==> src/rtl/vid_pattern_gen.sv <==
`default_nettype none
// ============================================================================
//  Module   : vid_pattern_gen
//  Purpose  : Video stream source. Generates raster timing (hsync, vsync,
//             VDE) from programmable counters and drives 24-bit pixel data
//             from a selectable test pattern, so downstream pixel filters
//             can run on a known stream without a live video input.
//  Ports    : clk            pixel clock
//             rst            synchronous, active-high reset
//             i_en           generator enable
//             i_pattern_sel  0 bars, 1 checkerboard, 2 grey ramp, 3 solid
//             i_solid_rgb    colour for pattern 3 (sampled live)
//             o_vid_data     pixel {R,G,B}, zero outside active video
//             o_vid_hsync    horizontal sync (active level SYNC_POL)
//             o_vid_vsync    vertical sync   (active level SYNC_POL)
//             o_vid_VDE      active video
//             o_frame_start  one-cycle pulse with pixel (0,0)
//             o_frame_cnt    completed-frame counter (mod 256)
//  Options  : define SKIN_PATCH_EN to overlay a PATCH_SIZE square of
//             colour E0A080 centred in the active area.
//  Revision : 1.0 - initial release
// ============================================================================
module vid_pattern_gen #(
    parameter int   H_ACTIVE   = 1280,
    parameter int   H_FP       = 110,
    parameter int   H_SYNC     = 40,
    parameter int   H_BP       = 220,
    parameter int   V_ACTIVE   = 720,
    parameter int   V_FP       = 5,
    parameter int   V_SYNC     = 5,
    parameter int   V_BP       = 20,
    parameter logic SYNC_POL   = 1'b1,
    parameter int   CHECK_LOG2 = 5,
    parameter int   PATCH_SIZE = 64
) (
    input  logic        clk,
    input  logic        rst,
    input  logic        i_en,
    input  logic [1:0]  i_pattern_sel,
    input  logic [23:0] i_solid_rgb,
    output logic [23:0] o_vid_data,
    output logic        o_vid_hsync,
    output logic        o_vid_vsync,
    output logic        o_vid_VDE,
    output logic        o_frame_start,
    output logic [7:0]  o_frame_cnt
);

    function automatic int f_max(input int a, input int b);
        return (a > b) ? a : b;
    endfunction

    localparam int c_H_TOTAL = H_ACTIVE + H_FP + H_SYNC + H_BP;
    localparam int c_V_TOTAL = V_ACTIVE + V_FP + V_SYNC + V_BP;
    // Counters are wide enough for the checkerboard bit and the 8-bit ramp.
    localparam int c_H_W     = f_max(f_max($clog2(c_H_TOTAL), CHECK_LOG2 + 1), 8);
    localparam int c_V_W     = f_max($clog2(c_V_TOTAL), CHECK_LOG2 + 1);
    localparam int c_BAR_W   = H_ACTIVE / 8;
    localparam int c_BAR_CW  = f_max($clog2(c_BAR_W), 1);

    localparam logic [c_H_W-1:0]    c_H_LAST   = c_H_W'(c_H_TOTAL - 1);
    localparam logic [c_H_W-1:0]    c_H_ACT    = c_H_W'(H_ACTIVE);
    localparam logic [c_H_W-1:0]    c_HS_BEG   = c_H_W'(H_ACTIVE + H_FP);
    localparam logic [c_H_W-1:0]    c_HS_END   = c_H_W'(H_ACTIVE + H_FP + H_SYNC);
    localparam logic [c_V_W-1:0]    c_V_LAST   = c_V_W'(c_V_TOTAL - 1);
    localparam logic [c_V_W-1:0]    c_V_ACT    = c_V_W'(V_ACTIVE);
    localparam logic [c_V_W-1:0]    c_VS_BEG   = c_V_W'(V_ACTIVE + V_FP);
    localparam logic [c_V_W-1:0]    c_VS_END   = c_V_W'(V_ACTIVE + V_FP + V_SYNC);
    localparam logic [c_BAR_CW-1:0] c_BAR_LAST = c_BAR_CW'(c_BAR_W - 1);

    // ------------------------------------------------------------------
    // Run-control FSM. IDLE holds the counters at (0,0) for one enabled
    // cycle so that the first output pixel appears two edges after enable.
    // ------------------------------------------------------------------
    typedef enum logic [0:0] {
        ST_IDLE = 1'b0,
        ST_RUN  = 1'b1
    } state_t;

    state_t r_state;
    state_t w_state_nxt;
    logic   w_adv;

    always_ff @(posedge clk) begin
        if (rst) begin
            r_state <= ST_IDLE;
        end else begin
            r_state <= w_state_nxt;
        end
    end

    always_comb begin
        w_state_nxt = r_state;
        w_adv       = 1'b0;
        if (!i_en) begin
            w_state_nxt = ST_IDLE;
        end else if (r_state == ST_IDLE) begin
            w_state_nxt = ST_RUN;
        end else begin
            w_adv = 1'b1;
        end
    end

    // ------------------------------------------------------------------
    // Counters and per-position decode
    // ------------------------------------------------------------------
    logic [c_H_W-1:0]    r_h;
    logic [c_V_W-1:0]    r_v;
    logic [2:0]          r_bar;
    logic [c_BAR_CW-1:0] r_bar_cnt;
    logic [1:0]          r_pat;
    logic                r_first;

    logic w_h_last;
    logic w_v_last;
    logic w_vde;
    logic w_hs_on;
    logic w_vs_on;
    logic w_frame_first;

    assign w_h_last      = (r_h == c_H_LAST);
    assign w_v_last      = (r_v == c_V_LAST);
    assign w_vde         = (r_h < c_H_ACT) && (r_v < c_V_ACT);
    assign w_hs_on       = (r_h >= c_HS_BEG) && (r_h < c_HS_END);
    assign w_vs_on       = (r_v >= c_VS_BEG) && (r_v < c_VS_END);
    assign w_frame_first = (r_h == '0) && (r_v == '0);

    logic [23:0] w_pat_pix;
    logic [23:0] w_pix;

    always_comb begin
        w_pat_pix = 24'h000000;
        case (r_pat)
            2'd0: begin
                case (r_bar)
                    3'd0:    w_pat_pix = 24'hFFFFFF;
                    3'd1:    w_pat_pix = 24'hFFFF00;
                    3'd2:    w_pat_pix = 24'h00FFFF;
                    3'd3:    w_pat_pix = 24'h00FF00;
                    3'd4:    w_pat_pix = 24'hFF00FF;
                    3'd5:    w_pat_pix = 24'hFF0000;
                    3'd6:    w_pat_pix = 24'h0000FF;
                    default: w_pat_pix = 24'h000000;
                endcase
            end
            2'd1:    w_pat_pix = (r_h[CHECK_LOG2] ^ r_v[CHECK_LOG2]) ? 24'h000000 : 24'hFFFFFF;
            2'd2:    w_pat_pix = {3{r_h[7:0]}};
            default: w_pat_pix = i_solid_rgb;
        endcase
    end

`ifdef SKIN_PATCH_EN
    localparam int c_PX0 = H_ACTIVE / 2 - PATCH_SIZE / 2;
    localparam int c_PY0 = V_ACTIVE / 2 - PATCH_SIZE / 2;

    logic w_in_patch;

    assign w_in_patch = (r_h >= c_H_W'(c_PX0)) && (r_h < c_H_W'(c_PX0 + PATCH_SIZE)) &&
                        (r_v >= c_V_W'(c_PY0)) && (r_v < c_V_W'(c_PY0 + PATCH_SIZE));
    assign w_pix      = w_in_patch ? 24'hE0A080 : w_pat_pix;
`else
    assign w_pix      = w_pat_pix;
`endif

    // ------------------------------------------------------------------
    // Counter advance and registered outputs
    // ------------------------------------------------------------------
    logic [23:0] r_data;
    logic        r_hs;
    logic        r_vs;
    logic        r_vde;
    logic        r_fs;
    logic [7:0]  r_cnt;

    always_ff @(posedge clk) begin
        if (rst) begin
            r_h       <= '0;
            r_v       <= '0;
            r_bar     <= '0;
            r_bar_cnt <= '0;
            r_pat     <= 2'd0;
            r_first   <= 1'b1;
            r_data    <= 24'h000000;
            r_hs      <= ~SYNC_POL;
            r_vs      <= ~SYNC_POL;
            r_vde     <= 1'b0;
            r_fs      <= 1'b0;
            r_cnt     <= 8'd0;
        end else if (!i_en) begin
            // Disable aborts the frame; the frame count is kept.
            r_h       <= '0;
            r_v       <= '0;
            r_bar     <= '0;
            r_bar_cnt <= '0;
            r_first   <= 1'b1;
            r_data    <= 24'h000000;
            r_hs      <= ~SYNC_POL;
            r_vs      <= ~SYNC_POL;
            r_vde     <= 1'b0;
            r_fs      <= 1'b0;
        end else if (w_adv) begin
            r_data <= w_vde ? w_pix : 24'h000000;
            r_hs   <= w_hs_on ? SYNC_POL : ~SYNC_POL;
            r_vs   <= w_vs_on ? SYNC_POL : ~SYNC_POL;
            r_vde  <= w_vde;
            r_fs   <= w_frame_first;

            // The first frame after reset/enable is not a completed frame.
            if (w_frame_first) begin
                if (r_first) begin
                    r_first <= 1'b0;
                end else begin
                    r_cnt <= r_cnt + 8'd1;
                end
            end

            // Pattern only changes across a frame boundary.
            if (w_h_last && w_v_last) begin
                r_pat <= i_pattern_sel;
            end

            if (w_h_last) begin
                r_h <= '0;
                r_v <= w_v_last ? '0 : r_v + 1'b1;
            end else begin
                r_h <= r_h + 1'b1;
            end

            // Bar index tracks h / c_BAR_W without a divider, saturating at 7.
            if (w_h_last) begin
                r_bar     <= '0;
                r_bar_cnt <= '0;
            end else if (r_bar_cnt == c_BAR_LAST) begin
                r_bar_cnt <= '0;
                if (r_bar != 3'd7) begin
                    r_bar <= r_bar + 3'd1;
                end
            end else begin
                r_bar_cnt <= r_bar_cnt + 1'b1;
            end
        end
    end

    assign o_vid_data    = r_data;
    assign o_vid_hsync   = r_hs;
    assign o_vid_vsync   = r_vs;
    assign o_vid_VDE     = r_vde;
    assign o_frame_start = r_fs;
    assign o_frame_cnt   = r_cnt;

endmodule
`default_nettype wire

==> config.mk <==
export PLATFORM = sky130hd
export DESIGN_NAME = vid_pattern_gen
export DESIGN_NICKNAME = d
export VERILOG_FILES = /design/src/rtl/vid_pattern_gen.sv
export SDC_FILE = /design/constraint.sdc
export NUM_CORES = 1
export LEC_CHECK = 0
export CELL_PAD_IN_SITES_DETAIL_PLACEMENT = 1
export CELL_PAD_IN_SITES_GLOBAL_PLACEMENT = 1
export CORE_MARGIN = 1
export CORE_UTILIZATION = 37
export CTS_BUF_LIST = sky130_fd_sc_hd__clkbuf_2 sky130_fd_sc_hd__clkbuf_4 sky130_fd_sc_hd__clkbuf_8
export CTS_CLUSTER_DIAMETER = 50
export DETAILED_ROUTE_END_ITERATION = 6
export PLACE_DENSITY_LB_ADDON = 0.1
export REMOVE_ABC_BUFFERS = 1
export SLEW_MARGIN = 20
export SYNTH_ARGS = -nofsm -noshare
export SYNTH_HDL_FRONTEND = slang
export SYNTH_SLANG_ARGS = --single-unit
==> constraint.sdc <==
create_clock -name clk -period 6.2 [get_ports clk]
set_clock_uncertainty 0.1 [all_clocks]
set_input_delay 1.24 -clock clk [delete_from_list [all_inputs] [get_ports clk]]
set_output_delay 1.24 -clock clk [all_outputs]
set_load 0.01 [all_outputs]
=== After elaboration in Yosys (flattened, before gate mapping) ===
Cells that the tools add are included.
W data, S select, Z words.

* Word-level logic and storage cells: 72
* Bits in registers: 72
* Output and inout bits: 36
* Bits of input ports: 29

* Add/sub/neg operators: 5
* Reduce and logical (&&, ||, !) cells: 17
* Multiplexer cells: 16
* Bitwise gates (word level): 3
* Eq/ne operators: 12
* Magnitude comparators: 6

{| class="wikitable"
|+ Operators with widths
! cell !! number
|-
| $pmux W24 S7 || 1
|-
| $pmux W24 S3 || 1
|-
| $mux W24 || 2
|-
| $lt A11 B11 Y1 const B || 2
|-
| $lt A10 B10 Y1 const B || 2
|-
| $add A8 B1 Y8 const B || 2
|-
| $mux W8 || 2
|-
| $add A11 B1 Y11 const B || 1
|-
| $eq A11 B11 Y1 const B || 1
|-
| $ge A11 B11 Y1 const B || 1
|-
| $logic_not A11 Y1 || 1
|-
| $mux W11 || 1
|-
| $add A10 B1 Y10 const B || 1
|-
| $eq A10 B10 Y1 const B || 1
|-
| $ge A10 B10 Y1 const B || 1
|-
| $logic_not A10 Y1 || 1
|-
| $mux W10 || 1
|-
| $eq A3 B3 Y1 const B || 3
|-
| $mux W3 || 3
|-
| $eq A8 B8 Y1 const B || 1
|-
| $eq A3 B2 Y1 const B || 2
|-
| $reduce_and A3 Y1 || 2
|-
| $logic_and A1 B1 Y1 || 5
|-
| $mux W1 || 5
|-
| other kinds (13) || 16
|}

=== Longest topological paths before layout ===
* Depth in word-level cells: 4
* Gate-level depth with buffers: 8
* Depth with buffers taken out: 6

=== Least setup slack after synthesis ===
OpenSTA, ideal clock, no wires.

* Kind: input -> register
* Start: input i_en
* End: register r_cnt[5] (netlist: o_frame_cnt[5])
* Setup time: 0.123 ns
* Arrival: 2.690 ns
* Slack: 3.287 ns
* Buffers on the path: 2
* Data required time: 5.977 ns
* Cell stages on the path: 6
* Cells stage by stage: nand2_1 -> buf_2 -> or3b_2 -> clkbuf_1 -> nor4_4 -> mux2_1

* Word-level cells in the longest chain between the ends: 2

{| class="wikitable"
|+ RTL lines
! element !! RTL line !! source
|-
| from (decl) || 38 || <nowiki>input logic i_en,</nowiki>
|-
| $mux W1 || 95 || <nowiki>if (!i_en) begin</nowiki>
|-
| $reduce_and A4 Y1 (no line) * || -- ||
|-
| to (signal assigned) || 213 || <nowiki>r_cnt <= r_cnt + 8'd1;</nowiki>
|-
| to (decl) || 173 || <nowiki>logic [7:0] r_cnt;</nowiki>
|}

Every way passes the cells marked *; elsewhere a longest branch is shown, timed or not.
A chain may end at the register's enable or synchronous reset.

=== Worst setup path after layout ===
* Start: input rst
* End: register r_bar_cnt[6]

* Word-level cells in the longest chain between the ends: 1

{| class="wikitable"
|+ RTL lines
! element !! RTL line !! source
|-
| from (decl) || 37 || <nowiki>input logic rst,</nowiki>
|-
| $reduce_or A2 Y1 (no line) || -- ||
|-
| to (signal assigned) || 239 || <nowiki>r_bar_cnt <= r_bar_cnt + 1'b1;</nowiki>
|-
| to (decl) || 110 || <nowiki>logic [c_BAR_CW-1:0] r_bar_cnt;</nowiki>
|}

No other way between the ends.

==> flow_metrics.tcl <==
set metrics [dict create \
    drt_pre_antenna_iters 4 \
    critPathKind "in -> reg" \
    p_sw_uw 203 \
    root_buffer "clkbuf_8" \
    stdcell_area_um2 4720 \
    worst_pin_slew_ps 1030 \
    regToRegEndpoint "o_frame_cnt[5]" \
    h-tree-depth 3 \
    syn_to_final_growth_pct 22.6 \
    clock_latency_ps 340 \
    cap_viol_max_count 0 \
    r2r_slack_ps 3720 \
    endpoint_kind "register" \
    max_stage_delay_ps 860 \
    finalHoldViolCount 0 \
    placed_area_um2 4540 \
    min_to "o_vid_data[5]" \
    ys_types 54 \
    yosys.area_share.xor_xnor_pct 3.41 \
    cts_setup_buffers 0 \
    critPathSlowestCell "clkdlybuf4s50_1" \
    worstHoldStart "o_vid_data[5]" \
    cts_resized 0 \
    multi_input_area_um2 2220 \
    slew_headroom_pct 30.7 \
    async_flop_share_pct 0 \
    dieWidth_um 104 \
    remaining_drc_errors 0 \
    cts_buffers 9 \
    syn-cell-area_um2 3850 \
    synth_compound_area_share_pct 23.0 \
    cts.sinks 72 \
    antenna_found_initial 0 \
    via_per_inst 5.74 \
    synth_edf_count 0 \
    max_freq_ghz 0.286 \
    layoutNonFillerInstCount 644 \
    ys_warn_count 0 \
    clock_path_buffers 2 \
    cts_tree "done" \
    netlist_instances 462 \
    pwr-share-seq_pct 53.3 \
    totalWireLength_um 11200 \
    io_pins 65 \
    overflow 0 \
    grt_pass1_wl_um 19000 \
    power.density_nw_per_um2 187 \
    post_synth_fa_ha_maj_area_fraction_pct 4.87 \
    gp_congestion 0.811 \
    dp_hpwl_um 7900 \
    clkTransAtPathRegs_ps 70 \
    hold_depth 2 \
    min_period_over_period_pct 56.4 \
    core_area_um2 9950 \
    post_drt_wl_per_cell_um 17.4 \
    port_buffers 64 \
    drt_iter0_markers 119 \
    dr_total_vias 3697 \
    utilization_pct 47.5 \
    worstPathMaxFanout 37 \
    core.rowCount 36 \
    n_fill_cell 1196 \
    die_y_um 104 \
    ys_top_cells_by_count "dfxtp_1, a21oi_1, nand2_1" \
    min_period_ps 3500 \
    ys_ff_latch 72 \
    dp_slack_ps 2320 \
    cp_cell_sequence "clkdlybuf4s50_1 > nand2b_2 > inv_1 > nand2_1 > nor2_1" \
    total_power_uw 884 \
    diodes 0 \
    ir_drop_mv 0.0965 \
    die_area_um2 10800 \
    status "complete, no violations" \
    switching_share_pct 23.0 \
    power_leakage_nw 1.57 \
    grt_pass1_vias 3762 \
    synth_top_area_share_pct 37.4 \
    synthMuxAreaShare_pct 1.75 \
    clkPwrFrac_pct 39.9 \
    pwr-share-comb_pct 6.7 \
    synth_top_family_by_area "simple AND/OR/NAND/NOR gates" \
    synth_most_common_cell "dfxtp_1" \
    cts-hold-fix-buffers 0 \
    setup-violations-final 0 \
    grt_max_degree 51 \
    worst-r2r-cell-count 6 \
    cp-start-kind "primary input" \
    dp.cells 630 \
    synth.avg_cell_area_um2 8.34 \
    ys_top_cells_by_area "dfxtp_1, a21oi_1, ha_1, a221oi_1, nand2_1" \
    drv_slew 0 \
    grtUsageTotal_pct 21.6 \
    rsz0062_at_grt "false" \
    yosys.area_share.simple_pct 24.4 \
    start_util_pct 38.7 \
    fin_setup_tns_ps 0 \
    synthFlopType "dfxtp_1" \
    setup_ws_ps 2700 \
    min_path_type "reg -> reg" \
    worstPathRequired_ps 6320 \
    netlist.top_cell.by_area "dfxtp_1" \
    drtAntennaViolNets 0 \
    hold-worst-slack_ps 355 \
    fin_nets 552 \
    reg2reg_from "r_h[0]" \
    intPower_uw 681 \
    seq_area_um2 1440 \
    seq_area_frac_synth_pct 37.4 \
    cp.arrival_ps 3620 \
    drive_above_1_share_pct 6.46 \
]
==> flip-flops by register name, summed over array words and instances, names as in the netlist <==
register       count
r_bar_cnt          8
r_pat              2
o_frame_start      1
o_vid_VDE          1
o_vid_data        24
r_first            1
r_v               10
r_bar              3
o_vid_hsync        1
r_state            1
r_h               11
o_vid_vsync        1
o_frame_cnt        8
==> power by group through the flow <==
stage | logic [mW] | registers [mW] | clock network (mW)
floorplan | 0.0213 | 0.483 | 0
global placement | 0.0591 | 0.482 | 0
detailed placement | 0.0599 | 0.482 | 0
CTS | 0.0605 | 0.472 | 0.362
global route | 0.0651 | 0.472 | 0.378
finish | 0.0596 | 0.472 | 0.353
==> kinds of logic after synthesis <==
family / Yosys count
DFF: 72
and+or+nand+nor: 172
muxes: 6
AOI/OAI and AO/OA: 135
xor gates and xnor gates: 15
buffers and inverters: 47
adders and majority gates: 15
==> worst max path at each step <==
| stage | startpoint | to | slack, ps |
|---|---|---|---|
| CTS | rst | r_bar_cnt[6] | 2660 |
| global route | rst | r_h[6] | 2460 |
| finish | rst | r_bar_cnt[6] | 2700 |
| global placement | rst | r_bar_cnt[4] | 2400 |
| detailed placement | rst | r_h[2] | 2320 |
| floorplan | i_en | o_vid_data[0] | 2540 |
==> per-layer routing <==
layer | GRT usage, % | vias up | wire length (um)
li1 | - | 1807 | -
met5 | 0 | - | 0
met1 | 29.1 | 1795 | 5500
met3 | 2.94 | 20 | 379
met2 | 34.9 | 75 | 5100
met4 | 8.27 | 0 | 231
==> cells in the final DEF (no fill, tap or decap), types with 3 or more instances in the layout <==
cell / instances
ha_1: 15
nand2_1: 47
xor2_1: 8
nor4_1: 6
o2111ai_1: 3
o31ai_1: 3
nor2b_1: 7
o21ai_0: 15
inv_1: 15
o211ai_1: 23
and2_1: 3
clkdlybuf4s50_1: 64
nand4_1: 8
or3b_2: 3
or4_1: 3
and4_1: 4
xnor2_1: 7
dfxtp_1: 72
nand3_1: 17
or4_4: 4
clkbuf_8: 12
nor3_1: 12
nand2b_1: 3
nor2_1: 27
or3_1: 14
nand4b_1: 3
a221oi_1: 21
mux2_1: 4
a21oi_1: 53
buf_4: 3
==> critical path: cells and delay by family <==
| family | cells | cell delay, ps |
|---|---|---|
| buffers and inverters | 2 | 1140 |
| and+or+nand+nor | 3 | 1230 |
==> cell type report <==
cell class	instances	share of cell area [%]
Tap cell	133	3.52
Clock buffer	14	3.81
Sequential cell	72	30.5
Inverter	15	1.19
Multi-Input combinational cell	343	46.9
Timing Repair Buffer	67	14.0
(Power assumes the default switching activity.)
